## config.mk

```make
export PLATFORM = sky130hd
export DESIGN_NAME = ysyx_24110026_ifu
export DESIGN_NICKNAME = d
export VERILOG_FILES = /design/src/rtl/ysyx_24110026_ifu_pkg.sv /design/src/rtl/ysyx_24110026_ifu.sv
export SDC_FILE = /design/constraint.sdc
export NUM_CORES = 1
export LEC_CHECK = 0
export CORE_ASPECT_RATIO = 0.9
export CORE_UTILIZATION = 55
export DETAILED_ROUTE_END_ITERATION = 7
export DONT_BUFFER_PORTS = 1
export PLACE_DENSITY = 0.81
export SYNTH_ARGS = -nofsm -noshare
export SYNTH_HDL_FRONTEND = slang
export SYNTH_SLANG_ARGS = --single-unit
export TNS_END_PERCENT = 50
```

## constraint.sdc

```tcl
create_clock -name clk -period 2.35 [get_ports clk]
set_clock_uncertainty 0.05 [all_clocks]
set_input_delay 0.235 -clock clk [delete_from_list [all_inputs] [get_ports clk]]
set_output_delay 0.235 -clock clk [all_outputs]
set_load 0.02 [all_outputs]
```

## src/rtl/ysyx_24110026_ifu_pkg.sv

```systemverilog
// Shared definitions for the RV32E instruction fetch unit.
// Holds the fetch FSM state encoding, the default reset PC, the instruction
// width, and a helper that word-aligns a fetch address.
package ysyx_24110026_ifu_pkg;

  localparam int INST_W = 32;
  localparam int ADDR_W = 32;

  localparam logic [ADDR_W-1:0] RESET_PC_DEF = 32'h8000_0000;

  // S_IDLE : one-cycle post-reset state, no request issued
  // S_REQ  : request presented to instruction memory
  // S_WAIT : request accepted, waiting for the single response
  // S_HOLD : fetched instruction presented to decode
  typedef enum logic [1:0] {
    S_IDLE = 2'd0,
    S_REQ  = 2'd1,
    S_WAIT = 2'd2,
    S_HOLD = 2'd3
  } ifu_state_e;

  // Fetch addresses are always word aligned; low two bits are discarded.
  function automatic logic [ADDR_W-1:0] align_pc(input logic [ADDR_W-1:0] pc);
    return {pc[ADDR_W-1:2], 2'b00};
  endfunction

endpackage

```

## src/rtl/ysyx_24110026_ifu.sv

```systemverilog
// Instruction fetch unit: holds the PC, issues one imem read at a time, hands pc/inst to decode.
// Latency: best case 3 cycles/instruction (accept N, response N+1, out_valid N+2, next request N+3).
// Backpressure: holds the request until imem_req_ready; holds out_* stable until out_ready or redirect.
//
// Ports:
//   clk, rst                          clock, synchronous active-high reset
//   imem_req_valid/ready/addr         fetch request (addr = pc_q, word aligned)
//   imem_resp_valid/data              single-cycle response pulse, one per accepted request
//   redirect_valid/redirect_pc        PC change from execute (branch/jal/jalr)
//   out_valid/ready, out_pc/out_inst  fetched instruction to decode
//
// All outputs come straight from registers; there is no input-to-output path.
module ysyx_24110026_ifu
  import ysyx_24110026_ifu_pkg::*;
#(
  parameter logic [ADDR_W-1:0] RESET_PC = RESET_PC_DEF
) (
  input  logic              clk,
  input  logic              rst,

  output logic              imem_req_valid,
  input  logic              imem_req_ready,
  output logic [ADDR_W-1:0] imem_req_addr,
  input  logic              imem_resp_valid,
  input  logic [INST_W-1:0] imem_resp_data,

  input  logic              redirect_valid,
  input  logic [ADDR_W-1:0] redirect_pc,

  output logic              out_valid,
  input  logic              out_ready,
  output logic [ADDR_W-1:0] out_pc,
  output logic [INST_W-1:0] out_inst
);

  ifu_state_e        state_q, state_d;
  logic [ADDR_W-1:0] pc_q, pc_d;
  logic [INST_W-1:0] inst_q, inst_d;
  logic              drop_q, drop_d;     // the outstanding response is wrong-path
  logic              pend_q, pend_d;     // redirect seen while request not yet accepted
  logic [ADDR_W-1:0] pend_pc_q, pend_pc_d;

  logic [ADDR_W-1:0] redirect_tgt;

  assign redirect_tgt = align_pc(redirect_pc);

  // ------------------------------------------------------------------
  // State registers
  // ------------------------------------------------------------------
  always_ff @(posedge clk) begin
    if (rst) begin
      state_q   <= S_IDLE;
      pc_q      <= RESET_PC;
      inst_q    <= '0;
      drop_q    <= 1'b0;
      pend_q    <= 1'b0;
      pend_pc_q <= RESET_PC;
    end else begin
      state_q   <= state_d;
      pc_q      <= pc_d;
      inst_q    <= inst_d;
      drop_q    <= drop_d;
      pend_q    <= pend_d;
      pend_pc_q <= pend_pc_d;
    end
  end

  // ------------------------------------------------------------------
  // Next-state logic
  // ------------------------------------------------------------------
  always_comb begin
    state_d   = state_q;
    pc_d      = pc_q;
    inst_d    = inst_q;
    drop_d    = drop_q;
    pend_d    = pend_q;
    pend_pc_d = pend_pc_q;

    unique case (state_q)
      S_IDLE: begin
        state_d = S_REQ;
        if (redirect_valid) begin
          pc_d = redirect_tgt;
        end
      end

      S_REQ: begin
        if (imem_req_ready) begin
          // The request that just went out fetches the old pc_q. If a
          // redirect is arriving now or was deferred earlier, that fetch is
          // wrong-path: retarget the PC and drop its response.
          state_d = S_WAIT;
          pend_d  = 1'b0;
          if (redirect_valid) begin
            pc_d   = redirect_tgt;
            drop_d = 1'b1;
          end else if (pend_q) begin
            pc_d   = pend_pc_q;
            drop_d = 1'b1;
          end
        end else if (redirect_valid) begin
          // Address must stay stable until accepted, so the redirect is
          // parked; a later one simply overwrites it.
          pend_d    = 1'b1;
          pend_pc_d = redirect_tgt;
        end
      end

      S_WAIT: begin
        if (redirect_valid) begin
          pc_d = redirect_tgt;
          if (imem_resp_valid) begin
            // Response for the old path lands in the same cycle: it is the
            // one being dropped, so nothing remains outstanding.
            drop_d  = 1'b0;
            state_d = S_REQ;
          end else begin
            drop_d = 1'b1;
          end
        end else if (imem_resp_valid) begin
          if (drop_q) begin
            drop_d  = 1'b0;
            state_d = S_REQ;
          end else begin
            inst_d  = imem_resp_data;
            state_d = S_HOLD;
          end
        end
      end

      S_HOLD: begin
        // Redirect wins over consumption: the held instruction is wrong-path.
        if (redirect_valid) begin
          pc_d    = redirect_tgt;
          state_d = S_REQ;
        end else if (out_ready) begin
          pc_d    = pc_q + 32'd4;
          state_d = S_REQ;
        end
      end

      default: begin
        state_d = S_IDLE;
      end
    endcase
  end

  // ------------------------------------------------------------------
  // Outputs (registered state only)
  // ------------------------------------------------------------------
  assign imem_req_valid = (state_q == S_REQ);
  assign imem_req_addr  = pc_q;
  assign out_valid      = (state_q == S_HOLD);
  assign out_pc         = pc_q;
  assign out_inst       = inst_q;

endmodule

```

# Yosys cells after proc, flatten, opt, wreduce, memory -nomap -nowiden
# Cells that the tools add are included.
# word_totals
ff_bits,98
latchBits,0
ram_bits,0
rom_bits,0
output_inout_bits,98
n_memories,0
# classes
n_addsub,1
multipliers,0
div_mod_pow,0
n_lt_le_gt_ge,0
n_eq_ne,9
n_shift,0
muxes,24
bitwise,3
n_reduce_logical,10
# op_table
cell,count
$mux W32,6
$pmux W32 S3,1
$add A32 B3 Y32 const B,1
$mux W2,7
$reduce_and A4 Y1,3
$mux W1,8
$pmux W2 S4,1
$reduce_and A3 Y1,2
$eq A2 B2 Y1 const B,2
$ne A2 B1 Y1 const B,2
$reduce_bool A2 Y1,2
$ne A3 B1 Y1 const B,1
$ne A3 B2 Y1 const B,1
$ne A3 B3 Y1 const B,1
$not A1 Y1,3
$eq A2 B1 Y1 const B,1
$logic_not A2 Y1,1
$ne A2 B2 Y1 const B,1
$pmux W1 S2,1
$reduce_and A2 Y1,1
$reduce_or A2 Y1,1

# Logic depth before layout (Yosys ltp)
# depth
ltp_word,4
mapped_depth,10
depth_no_buf,7

# Worst setup path before layout
# No wires, ideal clock.
# synth_timing
kind,register to register
start,reg state_q[0]
end,"reg pc_q[8], in the netlist imem_req_addr[8]"
arrival_ns,2.069
required_time_ns,2.230
setup_slack_ns,0.161
path_stages_with_launch,9
path_buffers,2
cell_sequence,dfxtp_1 ha_1 buf_4 or3b_2 clkbuf_1 nor4b_1 a221o_1 nand2_1 a21oi_1
# synth_rtl
item,line_no,rtl
"start, declared",ysyx_24110026_ifu.sv:36,"ifu_state_e state_q, state_d;"
"start signal, assigned",ysyx_24110026_ifu.sv:59,state_q <= state_d;
$eq A2 B2 Y1 *,n/a,
net out_valid,ysyx_24110026_ifu.sv:30,"output logic out_valid,"
$ne A3 B2 Y1 (no source line),n/a,
$reduce_and A4 Y1 (no source line),n/a,
"end signal, assigned",ysyx_24110026_ifu.sv:60,pc_q <= pc_d;
"end, declared",ysyx_24110026_ifu.sv:37,"logic [ADDR_W-1:0] pc_q, pc_d;"
# Mark *: on every way through the listed nets, which the timed path passes. The rest lies on a longest branch.
# A chain may end at the register's enable or synchronous reset.

# Worst setup path after layout
# layout_timing
start,reg state_q[1]
end,reg pend_pc_q[15]
# layout_between
elab_chain_cells,2
# layout_rtl
item,line_no,rtl
$eq A2 B1 Y1,ysyx_24110026_ifu.sv:79,unique case (state_q)
$reduce_and A3 Y1 (no source line),n/a,
"end signal, assigned",ysyx_24110026_ifu.sv:64,pend_pc_q <= pend_pc_d;
"end, declared",ysyx_24110026_ifu.sv:41,"logic [ADDR_W-1:0] pend_pc_q, pend_pc_d;"
# Every way passes these cells.

==> run_results.csv <==
group,metric,value,unit
timing,tns,0,ns
power_and_ir_drop,seq_power_share,0.444,
detailed_routing,viasPerCell,6.533,
detailed_routing,drtAntennaViolNets,0,
detailed_routing,drt-pass1-iter-count,6,
synthesis,syn_area_per_cell,7.684,sq um
setup_path,required,2.58,ns
power_and_ir_drop,cellLeakagePower,0.002322,uW
setup_path,path_max_fanout,17,
floorplanning,io-pin-count,168,
setup_path,critPathTopFamily,"buffers and inverters",
setup_path,critPathArrivalTime,2.49,ns
layout,postLayoutCellArea,6256,sq um
synthesis,synthCells,678,
power_and_ir_drop,p_int,2618,uW
synthesis,synth.distinct_cells,70,
clocking,clk_pin_slew,0.11,ns
synthesis,yosys.area.top_type_share,0.3689,
synthesis,synth-seq-area-share,0.3689,
timing,maxSlewHeadroom,0.5117,
power_and_ir_drop,ir_drop,0.3334,mV
timing,holdWs,0.001477,ns
clocking,numCtsBuffers,9,
global_route,grt_usage,0.3487,
setup_path,cpMostUsedCell,"inv_1",
timing,timing.final.crit_share,0.9617,
clocking,htree_levels,3,
floorplanning,core_area,9166,sq um
synthesis,ys_warn_count,0,
setup_path,cp_slowest_cell,"dlygate4sd3_1",
place,gp_congestion,0.9269,
timing,drv_slew,0,
setup_path,path_cells,"inv_1, ha_1, inv_1, or3_1, buf_4, nand2_1, a21oi_1, dlygate4sd3_1",
detailed_routing,drt_iter0_markers,634,
floorplanning,die_x,104.6,um
synthesis,yosysTopAreaCell,"dfxtp_1",
setup_path,crit_path_start_kind,"flop",
timing,fmax,442.5,MHz
global_route,antenna_found_initial,0,
floorplanning,dieHeight,94.34,um
power_and_ir_drop,clkPwrFrac,0.246,
setup_path,crit_buf_inv,4,
layout,drive_gt1_frac,0.1252,
clocking,clk_path_buf_depth,2,
clocking,cts_tree,"yes",
place,port_buffers,0,
setup_path,critPathKind,"reg2reg",
power_and_ir_drop,p_sw_frac,0.3821,
power_and_ir_drop,comb_power_share,0.310,
synthesis,syn_area,5210,sq um
flow_run,cap_viol_max_count,0,
setup_path,slowest_delay,0.57,ns
hold_path,min_path_type,"in2reg",
place,dpl.hpwl,11020,um
synthesis,synth-seq-cells,96,
synthesis,async_reset_ff_frac,0,
clocking,cts_setup_buffers,0,
clocking,cts_root_buffer,"clkbuf_8",
synthesis,synth.top_cells.by_area,"dfxtp_1 37%, nand2_1 11%, a21oi_1 8.7%, buf_4 5.2%, mux2i_1 2.7%",
setup_path,cp-end-kind,"flop",
floorplanning,initial_core_util,0.5684,
timing,rsz0062_at_grt,"false",
synthesis,synth_edf_count,0,
timing,post-route-min-period,2.260,ns
detailed_routing,drcViolationCount,0,
clocking,clk_latency,0.38,ns
power_and_ir_drop,p_per_area,677.3,nW/um^2
global_route,grt_max_degree,82,
global_route,overflow,0,
synthesis,synthFlopType,"dfxtp_1",
layout,num_antenna_cells,0,
clocking,cts.sinks,96,
global_route,grt_pass1_wl,26930,um
detailed_routing,via_count,5651,
timing,finalSetupViolCount,0,
floorplanning,num_rows,33,
timing,hold_violations,0,
power_and_ir_drop,switchingPower,1619,uW
layout,final_nets,814,
layout,syn_to_final_growth,20.08,%
detailed_routing,wl_per_cell,20.21,um
global_route,grt_pass1_vias,5262,
status,status,"completed",
detailed_routing,drt-total-wl,17480,um
timing,worst_slew_pin_slew,0.7258,ns
power_and_ir_drop,power,4237,uW
place,placed_cell_area,5385,sq um
floorplanning,die_area,9867,sq um
state kept, by name, summed over array words and instances (netlist names):
signal and flops:
drop_q 1, pend_q 1, pend_pc_q 30, imem_req_addr 30, out_inst 32, state_q 2
layout by cell type, fill, tap and decap left out, types with 14 or more instances in the layout:
| cell type | n |
|---|---|
| inv_1 | 14 |
| nand3_1 | 19 |
| mux2i_1 | 14 |
| a21oi_1 | 90 |
| o21ai_0 | 28 |
| dfxtp_1 | 95 |
| dlygate4sd3_1 | 65 |
| nand2_1 | 154 |
| buf_4 | 57 |
| nor2_1 | 20 |
logic make-up after synthesis:
kind of cell    share of synthesized area
fa+ha+maj                         0.01441
buf+inv                           0.09486
compound gates                     0.2442
other cells                     0.0007198
xor+xnor                         0.008405
mux                               0.03122
simple gates                       0.2373
flops                              0.3689
path summary, 6_finish.rpt:
kind	end	cells past startpoint	from	slack (ns)
setup / recovery	pend_pc_q[15]	8	state_q[1]	0.09
hold / removal	pend_q	2	redirect_valid	0.001
setup reg to reg	pend_pc_q[15]	8	state_q[1]	0.09
hold reg to reg	pend_pc_q[11]	2	pend_pc_q[11]	0.41
power by group through the flow:
stage               Clock (uW)  Combinational, uW  Sequential (uW)
global placement             0               1110             1910
finish                    1040               1310             1880
floorplan                    0                802             2000
CTS                       1040               1270             1880
global route              1100               1400             1890
detailed placement           0               1150             1910
layer usage:
layer	GRT usage	share of wire	up-vias
met5	0	0	-
met4	0.1678	0.044	0
met3	0.1118	0.12	94
met2	0.5618	0.46	401
met1	0.4256	0.38	2647
li1	-	-	2509
through the flow:
stage	instances	setup slack (ns)	util
2_1_floorplan	681	0.1608	-
3_3_place_gp	783	0.1132	0.5875
3_5_place_dp	783	0.04021	0.5875
4_1_cts	865	0.04159	0.6810
5_1_grt	865	0.0008324	0.6825
6_report	865	0.08997	0.6825
area by class of cell:
cell class | count | area, sq um
well taps | 122 | 152.6
repair buffers | 124 | 1126
fillers | 750 | 2910
multi-input cells | 493 | 2823
clock inverters | 7 | 55.05
flip-flops and latches | 96 | 1923
inverters | 14 | 52.55
clock buffers | 9 | 123.9
cell usage after synthesis, types with 3 or more instances:
| cell type | number |
|---|---|
| a22o_1 | 3 |
| a221o_1 | 5 |
| xor2_1 | 5 |
| and3_1 | 8 |
| nor2_1 | 20 |
| buf_2 | 10 |
| nand4_1 | 12 |
| nor4_1 | 6 |
| dfxtp_1 | 96 |
| nand2_1 | 154 |
| mux2i_1 | 14 |
| a41o_1 | 4 |
| nor3_1 | 12 |
| ha_1 | 6 |
| o21ai_0 | 28 |
| a211oi_1 | 8 |
| o221ai_1 | 3 |
| o31ai_1 | 3 |
| inv_1 | 14 |
| nand2b_1 | 5 |
| a221oi_1 | 8 |
| nand3_1 | 19 |
| nor2b_1 | 5 |
| a22oi_1 | 6 |
| clkbuf_1 | 29 |
| and4_1 | 3 |
| buf_4 | 36 |
| a31oi_1 | 3 |
| o32ai_1 | 3 |
| o22ai_1 | 5 |
| a21oi_1 | 91 |
| a32o_1 | 3 |
repair_timing:
item,in CTS,in global routing
gates resized for setup,0,4
hold buffers,66,0
endpoints found under the hold margin,82,0
setup endpoints to repair,0,15
No activity file was read; power rests on OpenSTA's default activity.
